## src/rtl/axi_lite_mem_slave_if.sv

```systemverilog
// AXI4-Lite bus bundle for a single master/slave link (no clock or reset inside).
// Write strobes carry one extra upper bit that is kept for compatibility with the wider bus and has no effect.
interface axi_lite_mem_slave_if #(
    parameter int DATA_WIDTH = 32,
    parameter int ADDR_WIDTH = 8,
    parameter int RESP_WIDTH = 3
);
    logic [ADDR_WIDTH-1:0]   awaddr;
    logic                    awvalid;
    logic                    awready;
    logic [DATA_WIDTH-1:0]   wdata;
    logic [DATA_WIDTH/8:0]   wstrb;
    logic                    wvalid;
    logic                    wready;
    logic [RESP_WIDTH-1:0]   bresp;
    logic                    bvalid;
    logic                    bready;
    logic [ADDR_WIDTH-1:0]   araddr;
    logic                    arvalid;
    logic                    arready;
    logic [DATA_WIDTH-1:0]   rdata;
    logic [RESP_WIDTH-1:0]   rresp;
    logic                    rvalid;
    logic                    rready;

    modport slave (
        input  awaddr, awvalid, wdata, wstrb, wvalid, bready, araddr, arvalid, rready,
        output awready, wready, bresp, bvalid, arready, rdata, rresp, rvalid
    );

    modport master (
        output awaddr, awvalid, wdata, wstrb, wvalid, bready, araddr, arvalid, rready,
        input  awready, wready, bresp, bvalid, arready, rdata, rresp, rvalid
    );
endinterface

```

## src/rtl/axi_lite_mem_slave.sv

```systemverilog
// AXI4-Lite register memory: independent write (AW/W/B) and read (AR/R) engines over a small word array.
// Out-of-range accesses answer SLVERR and leave the memory untouched; all outputs are registered.
module axi_lite_mem_slave #(
    parameter int DATA_WIDTH = 32,
    parameter int ADDR_WIDTH = 8,
    parameter int RESP_WIDTH = 3,
    parameter int DEPTH      = 4,
    parameter int BASE_ADDR  = 0
) (
    input  logic                s_axi_aclk,
    input  logic                s_axi_aresetn,
    axi_lite_mem_slave_if.slave s_axi
);
    localparam int NB    = DATA_WIDTH / 8;
    localparam int IDX_W = $clog2(DEPTH);

    localparam logic [ADDR_WIDTH-1:0] BASE_A = ADDR_WIDTH'(BASE_ADDR);
    localparam logic [ADDR_WIDTH:0]   BASE_X = (ADDR_WIDTH + 1)'(BASE_ADDR);
    localparam logic [ADDR_WIDTH:0]   SPAN   = (ADDR_WIDTH + 1)'(DEPTH * 4);

    localparam logic [RESP_WIDTH-1:0] RESP_OKAY   = RESP_WIDTH'(0);
    localparam logic [RESP_WIDTH-1:0] RESP_SLVERR = RESP_WIDTH'(2);

    localparam logic [1:0] W_IDLE = 2'd0;
    localparam logic [1:0] W_WAIT = 2'd1;
    localparam logic [1:0] W_RESP = 2'd2;
    localparam logic [0:0] R_IDLE = 1'b0;
    localparam logic [0:0] R_RESP = 1'b1;

    // Offset is taken modulo 2**ADDR_WIDTH; the lower-bound compare rejects wrapped addresses.
    function automatic logic addr_in_range(input logic [ADDR_WIDTH-1:0] a);
        return ({1'b0, a} >= BASE_X) && ({1'b0, a - BASE_A} < SPAN);
    endfunction

    function automatic logic [IDX_W-1:0] word_index(input logic [ADDR_WIDTH-1:0] a);
        return IDX_W'((a - BASE_A) >> 2);
    endfunction

    logic [DATA_WIDTH-1:0] mem [DEPTH];

    logic [1:0]            w_state_reg;
    logic                  awready_reg, wready_reg, bvalid_reg;
    logic [RESP_WIDTH-1:0] bresp_reg;
    logic                  aw_held_reg, w_held_reg;
    logic [ADDR_WIDTH-1:0] awaddr_reg;
    logic [DATA_WIDTH-1:0] wdata_reg;
    logic [NB-1:0]         wstrb_reg;

    logic [0:0]            r_state_reg;
    logic                  arready_reg, rvalid_reg;
    logic [DATA_WIDTH-1:0] rdata_reg;
    logic [RESP_WIDTH-1:0] rresp_reg;

    logic                  aw_fire, w_fire, have_aw, have_w, wr_commit, wr_ok;
    logic [ADDR_WIDTH-1:0] wr_addr;
    logic [DATA_WIDTH-1:0] wr_data, wr_mask;
    logic [NB-1:0]         wr_strb;
    logic [IDX_W-1:0]      wr_idx, rd_idx;
    logic                  ar_fire, rd_ok;
    logic                  unused_strb_msb;

    // A beat arriving on this edge is used directly so AW and W may complete in the same cycle.
    assign aw_fire   = s_axi.awvalid & awready_reg;
    assign w_fire    = s_axi.wvalid & wready_reg;
    assign have_aw   = aw_held_reg | aw_fire;
    assign have_w    = w_held_reg | w_fire;
    assign wr_commit = (w_state_reg != W_RESP) && have_aw && have_w;
    assign wr_addr   = aw_fire ? s_axi.awaddr : awaddr_reg;
    assign wr_data   = w_fire ? s_axi.wdata : wdata_reg;
    assign wr_strb   = w_fire ? s_axi.wstrb[NB-1:0] : wstrb_reg;
    assign wr_ok     = addr_in_range(wr_addr);
    assign wr_idx    = word_index(wr_addr);

    assign unused_strb_msb = s_axi.wstrb[NB];

    generate
        for (genvar gi = 0; gi < NB; gi++) begin : g_byte_mask
            assign wr_mask[gi*8 +: 8] = {8{wr_strb[gi]}};
        end
    endgenerate

    assign ar_fire = s_axi.arvalid & arready_reg;
    assign rd_ok   = addr_in_range(s_axi.araddr);
    assign rd_idx  = word_index(s_axi.araddr);

    always_ff @(posedge s_axi_aclk or negedge s_axi_aresetn) begin
        if (!s_axi_aresetn) begin
            for (int i = 0; i < DEPTH; i++) begin
                mem[i] <= '0;
            end
        end else if (wr_commit && wr_ok) begin
            mem[wr_idx] <= (mem[wr_idx] & ~wr_mask) | (wr_data & wr_mask);
        end
    end

    always_ff @(posedge s_axi_aclk or negedge s_axi_aresetn) begin
        if (!s_axi_aresetn) begin
            w_state_reg <= W_IDLE;
            awready_reg <= 1'b0;
            wready_reg  <= 1'b0;
            bvalid_reg  <= 1'b0;
            bresp_reg   <= '0;
            aw_held_reg <= 1'b0;
            w_held_reg  <= 1'b0;
            awaddr_reg  <= '0;
            wdata_reg   <= '0;
            wstrb_reg   <= '0;
        end else begin
            case (w_state_reg)
                W_IDLE, W_WAIT: begin
                    if (wr_commit) begin
                        bvalid_reg  <= 1'b1;
                        bresp_reg   <= wr_ok ? RESP_OKAY : RESP_SLVERR;
                        awready_reg <= 1'b0;
                        wready_reg  <= 1'b0;
                        aw_held_reg <= 1'b0;
                        w_held_reg  <= 1'b0;
                        w_state_reg <= W_RESP;
                    end else begin
                        if (aw_fire) begin
                            awaddr_reg  <= s_axi.awaddr;
                            aw_held_reg <= 1'b1;
                        end
                        if (w_fire) begin
                            wdata_reg  <= s_axi.wdata;
                            wstrb_reg  <= s_axi.wstrb[NB-1:0];
                            w_held_reg <= 1'b1;
                        end
                        // Also raises both readies on the first edge after reset release.
                        awready_reg <= !have_aw;
                        wready_reg  <= !have_w;
                        w_state_reg <= (have_aw || have_w) ? W_WAIT : W_IDLE;
                    end
                end
                W_RESP: begin
                    if (s_axi.bready) begin
                        bvalid_reg  <= 1'b0;
                        awready_reg <= 1'b1;
                        wready_reg  <= 1'b1;
                        w_state_reg <= W_IDLE;
                    end
                end
                default: begin
                    w_state_reg <= W_IDLE;
                end
            endcase
        end
    end

    always_ff @(posedge s_axi_aclk or negedge s_axi_aresetn) begin
        if (!s_axi_aresetn) begin
            r_state_reg <= R_IDLE;
            arready_reg <= 1'b0;
            rvalid_reg  <= 1'b0;
            rdata_reg   <= '0;
            rresp_reg   <= '0;
        end else begin
            case (r_state_reg)
                R_IDLE: begin
                    if (ar_fire) begin
                        // Sees the pre-write word when a write commits to it on the same edge.
                        rdata_reg   <= rd_ok ? mem[rd_idx] : '0;
                        rresp_reg   <= rd_ok ? RESP_OKAY : RESP_SLVERR;
                        rvalid_reg  <= 1'b1;
                        arready_reg <= 1'b0;
                        r_state_reg <= R_RESP;
                    end else begin
                        arready_reg <= 1'b1;
                    end
                end
                default: begin
                    if (s_axi.rready) begin
                        rvalid_reg  <= 1'b0;
                        arready_reg <= 1'b1;
                        r_state_reg <= R_IDLE;
                    end
                end
            endcase
        end
    end

    assign s_axi.awready = awready_reg;
    assign s_axi.wready  = wready_reg;
    assign s_axi.bvalid  = bvalid_reg;
    assign s_axi.bresp   = bresp_reg;
    assign s_axi.arready = arready_reg;
    assign s_axi.rvalid  = rvalid_reg;
    assign s_axi.rdata   = rdata_reg;
    assign s_axi.rresp   = rresp_reg;
endmodule

```

## src/flat_wrapper.sv

```systemverilog
// flat-port wrapper written by rule: the top's interface ports become plain ports
module axi_lite_mem_slave_flat 
#(
    parameter int DATA_WIDTH = 32,
    parameter int ADDR_WIDTH = 8,
    parameter int RESP_WIDTH = 3,
    parameter int DEPTH      = 4,
    parameter int BASE_ADDR  = 0
)
  (s_axi_aclk, s_axi_aresetn, s_axi_awaddr, s_axi_awvalid, s_axi_wdata, s_axi_wstrb, s_axi_wvalid, s_axi_bready, s_axi_araddr, s_axi_arvalid, s_axi_rready, s_axi_awready, s_axi_wready, s_axi_bresp, s_axi_bvalid, s_axi_arready, s_axi_rdata, s_axi_rresp, s_axi_rvalid);
  axi_lite_mem_slave_if #(.DATA_WIDTH(DATA_WIDTH), .ADDR_WIDTH(ADDR_WIDTH), .RESP_WIDTH(RESP_WIDTH)) s_axi_i ();
  input  logic s_axi_aclk;
  input  logic s_axi_aresetn;
  input wire logic [$bits(s_axi_i.awaddr)-1:0] s_axi_awaddr;
  input wire logic [$bits(s_axi_i.awvalid)-1:0] s_axi_awvalid;
  input wire logic [$bits(s_axi_i.wdata)-1:0] s_axi_wdata;
  input wire logic [$bits(s_axi_i.wstrb)-1:0] s_axi_wstrb;
  input wire logic [$bits(s_axi_i.wvalid)-1:0] s_axi_wvalid;
  input wire logic [$bits(s_axi_i.bready)-1:0] s_axi_bready;
  input wire logic [$bits(s_axi_i.araddr)-1:0] s_axi_araddr;
  input wire logic [$bits(s_axi_i.arvalid)-1:0] s_axi_arvalid;
  input wire logic [$bits(s_axi_i.rready)-1:0] s_axi_rready;
  output wire logic [$bits(s_axi_i.awready)-1:0] s_axi_awready;
  output wire logic [$bits(s_axi_i.wready)-1:0] s_axi_wready;
  output wire logic [$bits(s_axi_i.bresp)-1:0] s_axi_bresp;
  output wire logic [$bits(s_axi_i.bvalid)-1:0] s_axi_bvalid;
  output wire logic [$bits(s_axi_i.arready)-1:0] s_axi_arready;
  output wire logic [$bits(s_axi_i.rdata)-1:0] s_axi_rdata;
  output wire logic [$bits(s_axi_i.rresp)-1:0] s_axi_rresp;
  output wire logic [$bits(s_axi_i.rvalid)-1:0] s_axi_rvalid;
  assign s_axi_i.awaddr = s_axi_awaddr;
  assign s_axi_i.awvalid = s_axi_awvalid;
  assign s_axi_i.wdata = s_axi_wdata;
  assign s_axi_i.wstrb = s_axi_wstrb;
  assign s_axi_i.wvalid = s_axi_wvalid;
  assign s_axi_i.bready = s_axi_bready;
  assign s_axi_i.araddr = s_axi_araddr;
  assign s_axi_i.arvalid = s_axi_arvalid;
  assign s_axi_i.rready = s_axi_rready;
  assign s_axi_awready = s_axi_i.awready;
  assign s_axi_wready = s_axi_i.wready;
  assign s_axi_bresp = s_axi_i.bresp;
  assign s_axi_bvalid = s_axi_i.bvalid;
  assign s_axi_arready = s_axi_i.arready;
  assign s_axi_rdata = s_axi_i.rdata;
  assign s_axi_rresp = s_axi_i.rresp;
  assign s_axi_rvalid = s_axi_i.rvalid;
  axi_lite_mem_slave #(.DATA_WIDTH(DATA_WIDTH), .ADDR_WIDTH(ADDR_WIDTH), .RESP_WIDTH(RESP_WIDTH), .DEPTH(DEPTH), .BASE_ADDR(BASE_ADDR)) u_core (.s_axi_aclk(s_axi_aclk), .s_axi_aresetn(s_axi_aresetn), .s_axi(s_axi_i));
endmodule
```

## config.mk

```make
export PLATFORM = sky130hd
export DESIGN_NAME = axi_lite_mem_slave_flat
export DESIGN_NICKNAME = d
export VERILOG_FILES = /design/src/rtl/axi_lite_mem_slave_if.sv /design/src/rtl/axi_lite_mem_slave.sv /design/src/flat_wrapper.sv
export SDC_FILE = /design/constraint.sdc
export NUM_CORES = 1
export LEC_CHECK = 0
export ABC_AREA = 1
export CORE_MARGIN = 8
export CORE_UTILIZATION = 45
export CTS_CLUSTER_SIZE = 28
export DETAILED_ROUTE_END_ITERATION = 8
export PLACE_DENSITY = 0.68
export SYNTH_ARGS = -nofsm -noshare
export SYNTH_HDL_FRONTEND = slang
export SYNTH_SLANG_ARGS = --single-unit
```

## constraint.sdc

```tcl
create_clock -name s_axi_aclk -period 2.4 [get_ports s_axi_aclk]
set_clock_uncertainty 0.15 [all_clocks]
set_input_delay 0.36 -clock s_axi_aclk [delete_from_list [all_inputs] [get_ports s_axi_aclk]]
set_output_delay 0.36 -clock s_axi_aclk [all_outputs]
set_load 0.05 [all_outputs]
```

==> metrics.csv <==
stage,metric,value,unit
setup_path,worstPathArrival,1.75,ns
placed_design,port_buffers,93,
detailed_routing,first_iter_violations,1054,
power,power.leakage,6.93,nW
global_route,grt_pass1_vias,10200,
detailed_routing,drc,0,
placed_design,hpwlAfterDp,21100,µm
yosys,yosysTopAreaCell,dfrtp_1,
cts,clk_pin_slew,0.06,ns
sta,setup_tns,0,ns
die,rows,57,
die,chipWidth,173,µm
cts,clk_latency,0.53,ns
power,power,0.0176,W
detailed_routing,drt_pass1_iterations,6,
cts,htreeDepth,1,
sta,maxSlewViolCount,0,
layout,nets,1585,
setup_path,path_buf_inv,1,
setup_path,required,1.89,ns
sta,layout_min_cycle_time,2.26,ns
run_status,outcome,"finished, final reports clean",
die,die_h,173,µm
cts,cts_sinks,214,
setup_path,crit_chain,clkdlybuf4s50_1,
setup_path,critPathMaxStageDelay,0.84,ns
cts,cts_buffers,24,
sta,relSlewSlack,65.5,%
yosys,syn_area_per_cell,7.80,µm²
yosys,netlist_area,11100,µm²
detailed_routing,num_vias,10400,
yosys,synth_cell_types,26,
setup_path,slowest_stage,clkdlybuf4s50_1,
setup_path,cp_max_fo,2,
die,dieArea,30000,µm²
sta,finalHoldViolCount,0,
sta,post-route-period-util,94.1,%
yosys,ys_seq_area_share,48.1,%
flow_run,maxCapViolations,0,
global_route,antenna_found_initial,0,
cts,ctsLongestPathBuffers,3,
detailed_routing,wl_per_cell,18.0,µm
setup_path,end_kind,primary output,
global_route,grt_usage,21.8,%
yosys,yosysMostFrequentCell,nand2_1,
layout,area_growth_syn_to_layout,21.6,%
cts,cts_tree,done,
cts,post-cts-setup-buffers,0,
global_route,grt_pass1_wl,54200,µm
sta,tightestPinTransition,0.516,ns
layout,largest_reg_flops,128,
sta,rsz0062_at_grt,false,
global_route,grt_max_degree,55,
detailed_routing,via_per_inst,5.58,
die,ios,103,
die,start_util,45.8,%
detailed_routing,drt_wl_total,33500,µm
layout,drive_gt1_share,8.62,%
die,core,24300,µm²
setup_path,start_kind,flop,
sta,timing.fmax,443,MHz
yosys,ys_warn_count,0,
layout,fillers,2228,
placed_design,place_ws,-0.121,ns
yosys,synth_cells,1428,
power,powerDensity,1300,nW/µm²
cts,cts_root_buf,clkbuf_16,
power,vdd_drop_max,0.975,mV
layout,diodes,0,
yosys,async_flop_share,100,%
yosys,synth-seq-cells,214,
setup_path,path_delay_family,buffers and inverters,
placed_design,routabilityCongestion,0.842,
layout,multi_input_area,5060,µm²
yosys,synthTopCellsByArea,"dfrtp_1 (48%), nand2_1 (19%), nand3_1 (11%)",
sta,setup_violations,0,
yosys,yosys-top-cells-count,"nand2_1 (553), nand3_1 (236), dfrtp_1 (214), o21ai_0 (106), nor2_1 (73)",
yosys,synthFlopType,dfrtp_1,
global_route,overflow,0,
yosys,yosys.area.top_type_share,48.1,%
min_path,hp-class,in2async,
yosys,synth-edff-count,0,
setup_path,crit_type,reg2out,
sta,fin_ws,0.140,ns
layout,layout.area.seq,5360,µm²
detailed_routing,antenna_left,0,
[power breakdown]
part	switching, W	internal (W)
clock network	0.00152	0.00244
registers	0.00100	0.00502
logic	0.00491	0.00275
[cell type report]
cell class	count	area share, %
Timing Repair Buffer	161	12.8
Tap cell	324	2.99
Clock buffer	35	5.40
Clock inverter	9	0.970
Inverter	34	0.942
Sequential cell	214	39.5
Multi-Input combinational cell	1090	37.4
[final timing paths]
path | from | to | slack (ns) | cells after the start
max | u_core.s_axi.rdata[25] | s_axi_rdata[25] | 0.14 | 1
min | s_axi_aresetn | u_core.awaddr_reg[6] | 0.22 | 2
max reg2reg | u_core.s_axi.awready | u_core.mem[10] | 0.36 | 8
min reg2reg | u_core.r_state_reg | u_core.s_axi.rvalid | 0.32 | 1
max in group asynchronous | s_axi_aresetn | u_core.wdata_reg[19] | 1.20 | 3
min in group s_axi_aclk | s_axi_rready | u_core.s_axi.rvalid | 0.28 | 2
[cell usage in the layout (no fill, tap or decap), types with 3 or more instances in the layout]
cell type,count
clkdlybuf4s50_1,90
inv_1,27
o21ai_1,4
mux2i_1,32
nand2_1,549
a22o_1,32
clkbuf_8,10
nor2_4,5
inv_2,5
nand2_2,4
conb_1,4
bufinv_16,3
a21oi_1,5
nor2_2,3
o21ai_0,106
buf_12,23
clkbuf_16,24
clkinv_2,5
dfrtp_1,214
o22ai_1,32
nand3_1,235
buf_4,44
nor2_1,73
[routing by layer]
layer | track usage (%) | up-vias | share of wire (%)
li1 | - | 4915 | -
met4 | 7.04 | 0 | 2.4
met3 | 3.33 | 77 | 8.7
met5 | 0 | - | 0
met2 | 35.4 | 481 | 46
met1 | 29.4 | 4940 | 43
[cell families after synthesis]
family / after synthesis / share of synthesized area (%)
AND/OR/NAND/NOR: 873 / 32.7
buffers and inverters: 127 / 6.70
flip-flops: 214 / 48.1
multiplexers: 32 / 2.88
other: 1 / 0.0337
AO/OA/AOI/OAI: 181 / 9.63
[stage by stage]
step | hold WS [ns] | instances | util [%] | cell area (µm²)
finish | 0.216 | 1867 | 55.7 | 13500
global route | 0.251 | 1867 | 55.7 | 13500
CTS | 0.222 | 1867 | 55.7 | 13500
detailed placement | 0.220 | 1822 | 52.1 | 12700
global placement | 0.221 | 1822 | 52.1 | 12700
floorplan | -0.0856 | 1431 | - | 11100
[what timing repair did]
item / CTS / global route
gates resized for setup: 1 / 0
hold buffers: 1 / 0
endpoints found under the hold margin: 48 / 0
setup endpoints to repair: 1 / 0
Power figures use the tool's default switching activity.
